$ cat config.mk
export PLATFORM = sky130hd
export DESIGN_NAME = rv_wb_arbiter_flat
export DESIGN_NICKNAME = d
export VERILOG_FILES = /design/src/rtl/rv_wb_arbiter_if.sv /design/src/rtl/rv_wb_arbiter.sv /design/src/flat_wrapper.sv
export SDC_FILE = /design/constraint.sdc
export NUM_CORES = 1
export LEC_CHECK = 0
export CAP_MARGIN = 20
export CORE_AREA = 2 2 122 124
export DETAILED_ROUTE_END_ITERATION = 8
export DIE_AREA = 0 0 124 126
export MAX_ROUTING_LAYER = met4
export PLACE_DENSITY = 0.58
export SETUP_SLACK_MARGIN = 0.1
export SLEW_MARGIN = 10
export SYNTH_ARGS = -nofsm -noshare
export SYNTH_HDL_FRONTEND = slang
export SYNTH_SLANG_ARGS = --single-unit
$ cat constraint.sdc
create_clock -name i_clk -period 1.55 [get_ports i_clk]
set_input_delay 0.2325 -clock i_clk [delete_from_list [all_inputs] [get_ports i_clk]]
set_output_delay 0.2325 -clock i_clk [all_outputs]
set_load 0.01 [all_outputs]
$ cat src/rtl/rv_wb_arbiter_if.sv
// rv_wb_arbiter_if: bundle of the two master-side Wishbone ports and the single
// slave-side port handled by rv_wb_arbiter.
// Signal names are given from the arbiter's point of view (i_ = into arbiter).
//   m0/m1 : adr, dat, we, sel, stb, cyc in; dat, ack, err out
//   slave : adr, dat, we, sel, stb, cyc out; ack, dat in
// Modports: slave  - used by the arbiter itself
//           master - used by whatever drives the masters / models the slave
interface rv_wb_arbiter_if;
    logic [31:0] i_m0_adr, i_m1_adr;
    logic [31:0] i_m0_dat, i_m1_dat;
    logic        i_m0_we,  i_m1_we;
    logic [3:0]  i_m0_sel, i_m1_sel;
    logic        i_m0_stb, i_m1_stb;
    logic        i_m0_cyc, i_m1_cyc;
    logic [31:0] o_m0_dat, o_m1_dat;
    logic        o_m0_ack, o_m1_ack;
    logic        o_m0_err, o_m1_err;
    logic [31:0] o_s_adr;
    logic [31:0] o_s_dat;
    logic        o_s_we;
    logic [3:0]  o_s_sel;
    logic        o_s_stb;
    logic        o_s_cyc;
    logic        i_s_ack;
    logic [31:0] i_s_dat;

    modport slave (
        input  i_m0_adr, i_m1_adr, i_m0_dat, i_m1_dat, i_m0_we, i_m1_we,
               i_m0_sel, i_m1_sel, i_m0_stb, i_m1_stb, i_m0_cyc, i_m1_cyc,
               i_s_ack, i_s_dat,
        output o_m0_dat, o_m1_dat, o_m0_ack, o_m1_ack, o_m0_err, o_m1_err,
               o_s_adr, o_s_dat, o_s_we, o_s_sel, o_s_stb, o_s_cyc
    );

    modport master (
        output i_m0_adr, i_m1_adr, i_m0_dat, i_m1_dat, i_m0_we, i_m1_we,
               i_m0_sel, i_m1_sel, i_m0_stb, i_m1_stb, i_m0_cyc, i_m1_cyc,
               i_s_ack, i_s_dat,
        input  o_m0_dat, o_m1_dat, o_m0_ack, o_m1_ack, o_m0_err, o_m1_err,
               o_s_adr, o_s_dat, o_s_we, o_s_sel, o_s_stb, o_s_cyc
    );
endinterface

$ cat src/rtl/rv_wb_arbiter.sv
// rv_wb_arbiter: two-master to one-slave Wishbone classic arbiter.
// Round-robin grant held for the whole bus cycle (until the granted master
// drops cyc). One cycle of arbitration latency; a freed grant always passes
// through one idle slave cycle before the next grant.
// Ports:
//   i_clk   - clock, rising edge
//   i_reset - asynchronous active-high reset
//   bus     - rv_wb_arbiter_if.slave: both master ports and the slave port
// Parameter TIMEOUT_CYCLES: stalled-strobe limit for the watchdog.
// Optional macro RV_WB_ARB_TIMEOUT_EN builds the watchdog; without it the
// err outputs are tied low and a hung slave keeps the grant forever.
module rv_wb_arbiter #(
    parameter int TIMEOUT_CYCLES = 255
) (
    input  logic           i_clk,
    input  logic           i_reset,
    rv_wb_arbiter_if.slave bus
);
    localparam logic [1:0] S_IDLE = 2'd0;
    localparam logic [1:0] S_GNT0 = 2'd1;
    localparam logic [1:0] S_GNT1 = 2'd2;
    localparam logic [15:0] TMO_LIMIT = 16'(TIMEOUT_CYCLES);

    logic [1:0]  r_state, w_next;
    logic        r_last;
    logic        w_req0, w_req1, w_gnt, w_sel1, w_tmo;
    logic [31:0] w_m_adr, w_m_dat;
    logic [3:0]  w_m_sel;
    logic        w_m_we, w_m_stb, w_m_cyc;

    assign w_req0 = bus.i_m0_cyc & bus.i_m0_stb;
    assign w_req1 = bus.i_m1_cyc & bus.i_m1_stb;
    assign w_gnt  = (r_state == S_GNT0) | (r_state == S_GNT1);
    assign w_sel1 = (r_state == S_GNT1);

    // Granted master's request, selected by state
    assign w_m_adr = w_sel1 ? bus.i_m1_adr : bus.i_m0_adr;
    assign w_m_dat = w_sel1 ? bus.i_m1_dat : bus.i_m0_dat;
    assign w_m_we  = w_sel1 ? bus.i_m1_we  : bus.i_m0_we;
    assign w_m_sel = w_sel1 ? bus.i_m1_sel : bus.i_m0_sel;
    assign w_m_stb = w_sel1 ? bus.i_m1_stb : bus.i_m0_stb;
    assign w_m_cyc = w_sel1 ? bus.i_m1_cyc : bus.i_m0_cyc;

`ifdef RV_WB_ARB_TIMEOUT_EN
    logic [15:0] r_tmo_cnt;

    // Counts cycles the granted strobe waits for ack; any ack restarts it.
    // Outside a grant it sits at zero, which covers the clear-on-entry case.
    always_ff @(posedge i_clk or posedge i_reset) begin
        if (i_reset)
            r_tmo_cnt <= '0;
        else if (!w_gnt || bus.i_s_ack || w_tmo)
            r_tmo_cnt <= '0;
        else if (w_m_stb)
            r_tmo_cnt <= r_tmo_cnt + 16'd1;
    end

    // An ack on the terminal cycle wins over the timeout
    assign w_tmo = w_gnt & (r_tmo_cnt == TMO_LIMIT) & ~bus.i_s_ack;
`else
    logic w_unused_tmo;
    assign w_unused_tmo = ^TMO_LIMIT;
    assign w_tmo = 1'b0;
`endif

    always_comb begin
        w_next = r_state;
        case (r_state)
            S_IDLE: begin
                if (w_req0 && w_req1)
                    w_next = r_last ? S_GNT0 : S_GNT1;
                else if (w_req0)
                    w_next = S_GNT0;
                else if (w_req1)
                    w_next = S_GNT1;
            end
            S_GNT0:  if (!bus.i_m0_cyc || w_tmo) w_next = S_IDLE;
            S_GNT1:  if (!bus.i_m1_cyc || w_tmo) w_next = S_IDLE;
            default: w_next = S_IDLE;
        endcase
    end

    always_ff @(posedge i_clk or posedge i_reset) begin
        if (i_reset) begin
            r_state <= S_IDLE;
            r_last  <= 1'b1;
        end else begin
            r_state <= w_next;
            if (r_state == S_IDLE && w_next == S_GNT0) r_last <= 1'b0;
            if (r_state == S_IDLE && w_next == S_GNT1) r_last <= 1'b1;
        end
    end

    // Slave side: zero while idle; cyc/stb suppressed on the timeout cycle
    assign bus.o_s_adr = w_gnt ? w_m_adr : '0;
    assign bus.o_s_dat = w_gnt ? w_m_dat : '0;
    assign bus.o_s_we  = w_gnt & w_m_we;
    assign bus.o_s_sel = w_gnt ? w_m_sel : '0;
    assign bus.o_s_stb = w_gnt & w_m_stb & ~w_tmo;
    assign bus.o_s_cyc = w_gnt & w_m_cyc & ~w_tmo;

    // Master side: read data broadcast, ack/err only to the owner
    assign bus.o_m0_dat = bus.i_s_dat;
    assign bus.o_m1_dat = bus.i_s_dat;
    assign bus.o_m0_ack = (r_state == S_GNT0) & bus.i_s_ack;
    assign bus.o_m1_ack = (r_state == S_GNT1) & bus.i_s_ack;
    assign bus.o_m0_err = (r_state == S_GNT0) & w_tmo;
    assign bus.o_m1_err = (r_state == S_GNT1) & w_tmo;
endmodule

$ cat src/flat_wrapper.sv
// flat-port wrapper written by rule: the top's interface ports become plain ports
module rv_wb_arbiter_flat 
#(
    parameter int TIMEOUT_CYCLES = 255
)
  (i_clk, i_reset, bus_i_m0_adr, bus_i_m1_adr, bus_i_m0_dat, bus_i_m1_dat, bus_i_m0_we, bus_i_m1_we, bus_i_m0_sel, bus_i_m1_sel, bus_i_m0_stb, bus_i_m1_stb, bus_i_m0_cyc, bus_i_m1_cyc, bus_i_s_ack, bus_i_s_dat, bus_o_m0_dat, bus_o_m1_dat, bus_o_m0_ack, bus_o_m1_ack, bus_o_m0_err, bus_o_m1_err, bus_o_s_adr, bus_o_s_dat, bus_o_s_we, bus_o_s_sel, bus_o_s_stb, bus_o_s_cyc);
  rv_wb_arbiter_if bus_i ();
  input  logic i_clk;
  input  logic i_reset;
  input wire logic [$bits(bus_i.i_m0_adr)-1:0] bus_i_m0_adr;
  input wire logic [$bits(bus_i.i_m1_adr)-1:0] bus_i_m1_adr;
  input wire logic [$bits(bus_i.i_m0_dat)-1:0] bus_i_m0_dat;
  input wire logic [$bits(bus_i.i_m1_dat)-1:0] bus_i_m1_dat;
  input wire logic [$bits(bus_i.i_m0_we)-1:0] bus_i_m0_we;
  input wire logic [$bits(bus_i.i_m1_we)-1:0] bus_i_m1_we;
  input wire logic [$bits(bus_i.i_m0_sel)-1:0] bus_i_m0_sel;
  input wire logic [$bits(bus_i.i_m1_sel)-1:0] bus_i_m1_sel;
  input wire logic [$bits(bus_i.i_m0_stb)-1:0] bus_i_m0_stb;
  input wire logic [$bits(bus_i.i_m1_stb)-1:0] bus_i_m1_stb;
  input wire logic [$bits(bus_i.i_m0_cyc)-1:0] bus_i_m0_cyc;
  input wire logic [$bits(bus_i.i_m1_cyc)-1:0] bus_i_m1_cyc;
  input wire logic [$bits(bus_i.i_s_ack)-1:0] bus_i_s_ack;
  input wire logic [$bits(bus_i.i_s_dat)-1:0] bus_i_s_dat;
  output wire logic [$bits(bus_i.o_m0_dat)-1:0] bus_o_m0_dat;
  output wire logic [$bits(bus_i.o_m1_dat)-1:0] bus_o_m1_dat;
  output wire logic [$bits(bus_i.o_m0_ack)-1:0] bus_o_m0_ack;
  output wire logic [$bits(bus_i.o_m1_ack)-1:0] bus_o_m1_ack;
  output wire logic [$bits(bus_i.o_m0_err)-1:0] bus_o_m0_err;
  output wire logic [$bits(bus_i.o_m1_err)-1:0] bus_o_m1_err;
  output wire logic [$bits(bus_i.o_s_adr)-1:0] bus_o_s_adr;
  output wire logic [$bits(bus_i.o_s_dat)-1:0] bus_o_s_dat;
  output wire logic [$bits(bus_i.o_s_we)-1:0] bus_o_s_we;
  output wire logic [$bits(bus_i.o_s_sel)-1:0] bus_o_s_sel;
  output wire logic [$bits(bus_i.o_s_stb)-1:0] bus_o_s_stb;
  output wire logic [$bits(bus_i.o_s_cyc)-1:0] bus_o_s_cyc;
  assign bus_i.i_m0_adr = bus_i_m0_adr;
  assign bus_i.i_m1_adr = bus_i_m1_adr;
  assign bus_i.i_m0_dat = bus_i_m0_dat;
  assign bus_i.i_m1_dat = bus_i_m1_dat;
  assign bus_i.i_m0_we = bus_i_m0_we;
  assign bus_i.i_m1_we = bus_i_m1_we;
  assign bus_i.i_m0_sel = bus_i_m0_sel;
  assign bus_i.i_m1_sel = bus_i_m1_sel;
  assign bus_i.i_m0_stb = bus_i_m0_stb;
  assign bus_i.i_m1_stb = bus_i_m1_stb;
  assign bus_i.i_m0_cyc = bus_i_m0_cyc;
  assign bus_i.i_m1_cyc = bus_i_m1_cyc;
  assign bus_i.i_s_ack = bus_i_s_ack;
  assign bus_i.i_s_dat = bus_i_s_dat;
  assign bus_o_m0_dat = bus_i.o_m0_dat;
  assign bus_o_m1_dat = bus_i.o_m1_dat;
  assign bus_o_m0_ack = bus_i.o_m0_ack;
  assign bus_o_m1_ack = bus_i.o_m1_ack;
  assign bus_o_m0_err = bus_i.o_m0_err;
  assign bus_o_m1_err = bus_i.o_m1_err;
  assign bus_o_s_adr = bus_i.o_s_adr;
  assign bus_o_s_dat = bus_i.o_s_dat;
  assign bus_o_s_we = bus_i.o_s_we;
  assign bus_o_s_sel = bus_i.o_s_sel;
  assign bus_o_s_stb = bus_i.o_s_stb;
  assign bus_o_s_cyc = bus_i.o_s_cyc;
  rv_wb_arbiter #(.TIMEOUT_CYCLES(TIMEOUT_CYCLES)) u_core (.i_clk(i_clk), .i_reset(i_reset), .bus(bus_i));
endmodule
Yosys cells after proc, flatten, opt, wreduce, memory -nomap -nowiden
Cells that the tools add are included.
{"block": "classes", "n_eq_ne": 4, "bitwise": 8, "n_mux": 18, "n_reduce_logical": 5}
{"cell": "two-way mux 32 bit", "count": 4}
{"cell": "two-way mux 2 bit", "count": 6}
{"cell": "two-way mux 4 bit", "count": 2}
{"cell": "AND 1 bit", "count": 7}
{"cell": "case mux 2 bit (3 select lines)", "count": 1}
{"cell": "two-way mux 1 bit", "count": 5}
{"cell": "equality test 2 x 1 -> 1 bit, second input constant", "count": 2}
{"cell": "equality test 2 bit, second input constant", "count": 2}
{"cell": "logical AND 1 bit", "count": 3}
{"cell": "logical NOT 2 bit", "count": 1}
{"cell": "nonzero test 2 bit", "count": 1}
{"cell": "bitwise OR 1 bit", "count": 1}
{"block": "totals", "word_cells": 37, "output_inout_bits": 139, "reg_bits": 3, "input_bits": 177}

Depth between registers and ports, before layout
Gate-level depths: netlist (run 1).
{"block": "depth", "ltp_word": 9, "ltp_mapped": 7, "depth_no_buf": 6}

Worst setup path after synthesis (run 1)
OpenSTA, ideal clock, no wires.
{"block": "synth_timing", "path_type": "reg-to-output", "from": "register u_core.r_state[0]", "to": "output port bus_o_s_adr[0]", "slack_ps": 38, "t_arrival_ps": 1280, "required_ps": 1317, "path_stages_with_launch": 7, "n_path_buf": 2, "cell_sequence": "dfrtp_1 -> inv_1 -> ha_1 -> buf_4 -> buf_6 -> mux2i_1 -> nor2b_1"}
{"block": "synth_between", "elab_chain_cells": 3, "elab_cells_between_ends": 5, "classes_between": "eq/ne: 2; mux: 2; bitwise: 1"}
{"element": "start: declaration", "line_no": "rv_wb_arbiter.sv:24", "source": "logic [1:0] r_state, w_next;"}
{"element": "start signal: assignment", "line_no": "rv_wb_arbiter.sv:88", "source": "r_state <= w_next;"}
{"element": "equality test 2 bit / equality test 2 x 1 -> 1 bit (equally long branches)", "line_no": "rv_wb_arbiter.sv:33, rv_wb_arbiter.sv:34"}
{"element": "two-way mux 32 bit / bitwise OR 1 bit (equally long branches)", "line_no": "rv_wb_arbiter.sv:37, rv_wb_arbiter.sv:33"}
{"element": "two-way mux 32 bit *", "line_no": "rv_wb_arbiter.sv:95", "source": "assign bus.o_s_adr = w_gnt ? w_m_adr : '0;"}
{"element": "end: declaration", "line_no": "flat_wrapper.sv:30", "source": "output wire logic [$bits(bus_i.o_s_adr)-1:0] bus_o_s_adr;"}
Every way passes the cells marked *; elsewhere a longest branch is shown, timed or not.

Worst setup path after layout (run 1)
{"block": "layout_timing", "from": "register u_core.r_state[0]", "to": "output port bus_o_s_dat[9]"}
{"block": "layout_between", "elab_chain_cells": 3, "elab_cells_between_ends": 5, "classes_between": "eq/ne: 2; mux: 2; bitwise: 1"}
{"element": "equality test 2 bit / equality test 2 x 1 -> 1 bit (equally long branches)", "line_no": "rv_wb_arbiter.sv:33, rv_wb_arbiter.sv:34"}
{"element": "two-way mux 32 bit / bitwise OR 1 bit (equally long branches)", "line_no": "rv_wb_arbiter.sv:38, rv_wb_arbiter.sv:33"}
{"element": "two-way mux 32 bit *", "line_no": "rv_wb_arbiter.sv:96", "source": "assign bus.o_s_dat = w_gnt ? w_m_dat : '0;"}
{"element": "end: declaration", "line_no": "flat_wrapper.sv:31", "source": "output wire logic [$bits(bus_i.o_s_dat)-1:0] bus_o_s_dat;"}
Marks and branches as above.

==> results of run 1 <==
==> path summary, 6_finish.rpt <==
kind	start	to	slack [ps]	cells past startpoint
max in group asynchronous	i_reset	u_core.r_last$_DFFE_PP1P_	1140	2
min in group i_clk	bus_i_s_dat[26]	bus_o_m0_dat[26]	470	0
min	i_reset	u_core.r_state[1]$_DFF_PP0_	190	2
max	u_core.r_state[0]$_DFF_PP0_	bus_o_s_dat[9]	-370	8
min reg2reg	u_core.r_last$_DFFE_PP1P_	u_core.r_last$_DFFE_PP1P_	540	2
max reg2reg	u_core.r_state[1]$_DFF_PP0_	u_core.r_last$_DFFE_PP1P_	-190	9
==> synth_stat cells, types with 2 or more instances <==
cell	count
clkbuf_1	7
nand2_1	2
dfrtp_1	2
nand3_1	2
o21ai_2	2
a21boi_0	2
mux2i_1	71
buf_6	7
ha_1	4
inv_1	5
nor2b_1	71
and2_1	2
buf_4	67
a21oi_1	3
==> final cells by class <==
| class | instances | area, um^2 |
|---|---|---|
| Fill cell | 1409 | 8970 |
| Timing Repair Buffer | 277 | 2830 |
| Multi-Input combinational cell | 170 | 2110 |
| Tap cell | 184 | 230 |
| Clock buffer | 4 | 78.8 |
| Sequential cell | 3 | 77.6 |
| Inverter | 5 | 18.8 |
==> per-layer routing <==
layer	track usage [%]	up-vias	wire (um)
met4	4.30	0	280
met2	21.3	170	5250
li1	-	1194	-
met3	1.13	33	944
met1	11.4	1132	3530
met5	-	-	0
==> cells by family (layout without fill, tap and decap cells) <==
group,after synthesis,count (layout),share of synthesized area [%]
AOI/OAI and AO/OA,14,14,4.81
adders and majority gates,4,4,2.43
buffers and inverters,86,286,30.5
DFF,3,3,3.71
muxes,71,71,34.5
other,1,2,0.182
and+or+nand+nor,79,79,23.8
==> sequential cells by signal, indices dropped and copies added, names as in the netlist <==
name	count
u_core.r_last	1
u_core.r_state	2
==> worst max-delay path, stage by stage (launching register included) <==
cell and delay [ps]:
dfrtp_1 380, inv_2 80, ha_4 180, buf_12 120, buf_12 130, buf_4 130
mux2i_4 270, nor2b_4 60, buf_6 120
==> metrics by stage <==
step                      total power [mW]  cell area [um^2]  hold slack (ps)  util (%)  cells
after floorplan                       3.67              2240            -14.6         -    259
after global placement                6.47              4220              420      29.5    594
after detailed placement              6.52              4220              427      29.5    594
after CTS                             8.81              4800              195      33.5    627
after global routing                  10.6              5340              215      37.3    643
final                                 10.0              5340              194      37.3    643
==> cell usage in the layout (no fill, tap or decap), drive strengths merged <==
master,count
dfstp,1
and2,2
o22ai,1
a21oi,4
and3b,1
clkbuf,12
buf,125
ha,4
dfrtp,2
a22o,1
a21boi,2
nand4,1
o221ai,1
a31oi,1
nand3,2
nor2b,71
conb,2
o21bai,1
inv,5
clkdlybuf4s50,144
nand2,2
o21ai,3
mux2i,71
==> where the power goes <==
part | internal, mW | switching, mW | total [mW]
sequential | 0.122 | 0.0356 | 0.158
clock | 0.339 | 0.0666 | 0.406
combinational | 5.81 | 3.63 | 9.44
==> repair_timing <==
| action | 4_1_cts | 5_1_grt |
|---|---|---|
| gates cloned | 9 | 2 |
| setup endpoints to repair | 76 | 76 |
| pin swaps | 11 | 5 |
| resized for setup | 345 | 104 |
| hold buffers | 0 | 0 |
| buffers inserted | 22 | 17 |
==> results.md, run 1 <==
* Worst-path fanout max at 6
* CP Data Required Time at 1320 ps
* Drc violations at 0
* Unrepaired setup endpoints after global routing: yes
* Syn Std Cell Area at 0.00206 mm^2
* Final Hold Viols at 0
* Number of global-route vias before repair at 2,547
* Number of flops mapped to enable cells by yosys at 0
* Die span in y at 126 um
* Final Cycle Share at 124%
* Synth warn at 0
* Post-DRT Antenna Nets at 0
* HPWL Detailed at 6.42 mm
* Hold crit path type: input port to async pin
* Routed vias/inst at 3.93
* CP arrival at 1690 ps
* Gp weighted congestion at 0.847
* Fin crit period at 1920 ps
* Max-Cap Viols at 0
* Share of the synthesized area in the top cell type at 34.5%
* Nets at 641
* Ys async rst share at 100%
* Final Worst Setup Slack at -374 ps
* Htree depth at 1
* Rows at 44
* Clk_lat worst skew at 220 ps
* Mean Syn Cell Area at 7.97 um^2
* CTS tree: done
* Pre-CTS setup slack at -497 ps
* WL/cell at 15.6 um
* Gr usage total at 11.1%
* CTS buffer count at 3
* Root buf cell: clkbuf_16
* Slew Limit Fails at 0
* Fmax at 520 MHz
* Startpoint Class: register
* Largest net degree at the start of global routing at 24
* CTS Buffer Depth at 2
* FF+latch count, synth at 3
* I/O Pins at 316
* Failing checks: setup timing
* Die width at 124 um
* Critical Path Sink Type: output pin
* Status: finished, violations left
* Synth cell types at 25
* Die area at 0.0156 mm^2
* Via count at 2,529
* Setup_tns at -22,710 ps
* GRT overflow at 0
* I/O Buffers at 217
* Initial Util at 14.4%
* Peak supply drop at 676 uV
* Primary FF master, synth: dfrtp_1
* Top cells by area, synth: mux2i_1, buf_4, nor2b_1
* ANT cells at 0
* Leakage at 2.10 nW
* Sink Count at 3
* Core area at 0.0143 mm^2
* Instance count of the mapped netlist at 258
* P per Cell Area at 1870 mW/mm^2
* DR pass1 iterations at 4
* Antenna violations before repair at 0
* First-pass GRT wire length at 12.9 mm
* Setup violations, final at 75
* Drt total wl at 10.0 mm
* Initial drt markers at 18
* Layout cells sized above 1 at 58.8%
* Syn-to-layout area delta at 160%
* Setup CP Type: register to output pin
* Worst-path clk slew at 30 ps
* Seq/Total Area, Yosys at 3.71%
* Clock Skew at 1.10 ps
* Area leader, netlist: mux2i_1
Note: power is estimated with default switching activity, not from simulation.
==> run 2, diff against run 1 <==
GPL_TIMING_DRIVEN = 0   (was default)
SETUP_SLACK_MARGIN = default   (was 0.1)
==> run 2 against run 1 <==
The run still ends with setup timing left. Clock power about the same. Clock skew up 1.5 ps. Non-clock buffer count up 118. Hold slack worse by 9.4 ps.
==> results.md, run 2 (same netlist as run 1, synthesis figures left out) <==
* CTS tree: done
* Clock Skew at 2.59 ps
* Fmax at 517 MHz
* Post-DRT Antenna Nets at 0
* Final Hold Viols at 0
* Via count at 2,927
* Commonest non-fill, non-tap cell in the layout: clkdlybuf4s50_1
* Routed vias/inst at 3.85
* CP arrival at 1700 ps
* Unrepaired setup endpoints after global routing: yes
* Clk_lat worst skew at 220 ps
* First-pass GRT wire length at 14.6 mm
* HPWL Detailed at 8.37 mm
* Most frequent cells in the layout: clkdlybuf4s50_1, buf_4, buf_2, nor2b_1, mux2i_1
* Fin crit period at 1930 ps
* Number of flip-flops under the largest register name at 2
* Sink Count at 3
* Peak supply drop at 587 uV
* Startpoint Class: register
* Worst-path fanout max at 7
* ANT cells at 0
* Setup violations, final at 74
* CTS Hold Buffers Added at 0
* Core area at 0.0143 mm^2
* CTS buffer count at 3
* Tot Pwr at 9.11 mW
* Status: finished, violations left
* CP Data Required Time at 1320 ps
* Final Cycle Share at 125%
* Gr usage total at 12.1%
* Die area at 0.0156 mm^2
* Reg with most FFs: u_core.r_state
* Syn-to-layout area delta at 189%
* Rows at 44
* I/O Buffers at 281
* Slew Limit Fails at 0
* Drc violations at 0
* Worst hold margin at 185 ps
* Antenna violations before repair at 0
* Hold crit path type: input port to async pin
* Htree depth at 1
* Root buf cell: clkbuf_16
* Setup_tns at -21,370 ps
* Leakage at 2.52 nW
* GRT overflow at 0
* Met3 wire length at 1.06 mm
* Setup CP Type: register to output pin
* WL/cell at 14.1 um
* Largest regs: u_core.r_state x2, u_core.r_last x1
* Max-Cap Viols at 0
* Die width at 124 um
* Met2 routed WL at 5.93 mm
* Initial drt markers at 24
* Failing checks: setup timing
* Pre-CTS setup slack at -1100 ps
* Largest net degree at the start of global routing at 11
* Util after Layout at 41.6%
* Gp weighted congestion at 0.768
* DR pass1 iterations at 4
* Critical Path Sink Type: output pin
* P per Cell Area at 1530 mW/mm^2
* Uppermost layer routed: met4
* Nets at 759
* Number of global-route vias before repair at 2,920
* Metal1 wirelength at 3.69 mm
* Initial Util at 14.4%
* Die span in y at 126 um
* Final Worst Setup Slack at -383 ps
* Worst-path clk slew at 30 ps
* Drt total wl at 10.8 mm
* I/O Pins at 316
* R2r worst-path depth at 8
* Layout cells sized above 1 at 42.8%
* CTS Buffer Depth at 2
[run 2: changes by cell type in the layout (fill, tap and decap cells not counted), moves of 3 or more]
cell,change
mux2i_1,+24
mux2i_4,-18
buf_16,-3
buf_2,+6
clkbuf_2,-5
nor2b_2,-53
nor2b_1,+51
buf_6,-3
buf_8,+7
clkdlybuf4s50_1,+64
buf_4,+54
buf_12,-3
mux2i_2,-6
[run 2: where the power goes]
| group | switching, mW | total, mW | leakage, nW | internal, mW |
|---|---|---|---|---|
| logic | 3.32 | 8.54 | 2.45 | 5.21 |
| registers | 0.0419 | 0.164 | 0.0352 | 0.122 |
| clock network | 0.0683 | 0.408 | 0.0382 | 0.339 |
| total | 3.44 | 9.11 | 2.52 | 5.67 |
[run 2: worst paths after layout]
| path | from | endpoint | slack (ps) |
|---|---|---|---|
| hold / removal | i_reset | u_core.r_state[0]$_DFF_PP0_ | 190 |
| max in group asynchronous | i_reset | u_core.r_last$_DFFE_PP1P_ | 1160 |
| min in group i_clk | u_core.r_last$_DFFE_PP1P_ | u_core.r_last$_DFFE_PP1P_ | 540 |
| setup reg to reg | u_core.r_state[1]$_DFF_PP0_ | u_core.r_last$_DFFE_PP1P_ | -50 |
| hold reg to reg | u_core.r_last$_DFFE_PP1P_ | u_core.r_last$_DFFE_PP1P_ | 540 |
| setup / recovery | u_core.r_state[1]$_DFF_PP0_ | bus_o_s_dat[4] | -380 |
[run 2: final cells by class]
| class | instances | area, um^2 |
|---|---|---|
| Buffer | 79 | 734 |
| Inverter | 5 | 18.8 |
| Clock buffer | 4 | 78.8 |
| Multi-Input combinational cell | 170 | 1740 |
| Tap cell | 184 | 230 |
| Timing Repair Buffer | 316 | 3070 |
| Fill cell | 1436 | 8360 |
| Sequential cell | 3 | 77.6 |
[run 2: critical path: stages (launching register included)]
cell and delay (ps):
dfrtp_2 440, ha_4 210, buf_12 150, buf_4 140
buf_12 130, mux2i_1 110, nor2b_1 140, buf_2 150
[run 2: layer usage]
layer / track usage (%) / up-vias
met5: - / -
met4: 1.39 / 0
met1: 12.1 / 1313
met3: 2.13 / 6
li1: - / 1430
met2: 24.5 / 178
[run 2: stage by stage]
stage          instances  cell area [um^2]
6_report             761              5950
5_1_grt              761              5950
3_3_place_gp         724              5100
3_5_place_dp         724              5100
2_1_floorplan        259              2060
4_1_cts              758              5550
[run 2: what timing repair did]
action,in CTS,in global routing
cloned,8,1
resized for setup,376,79
setup buffers,22,4
pin swaps,1,6
endpoints found under the setup margin,73,74
==> run 3, diff against run 2 <==
CTS_CLUSTER_SIZE = 30   (was default)
==> results of run 3 <==
No change in the layout: final DEF, timing and power equal those of run 2.
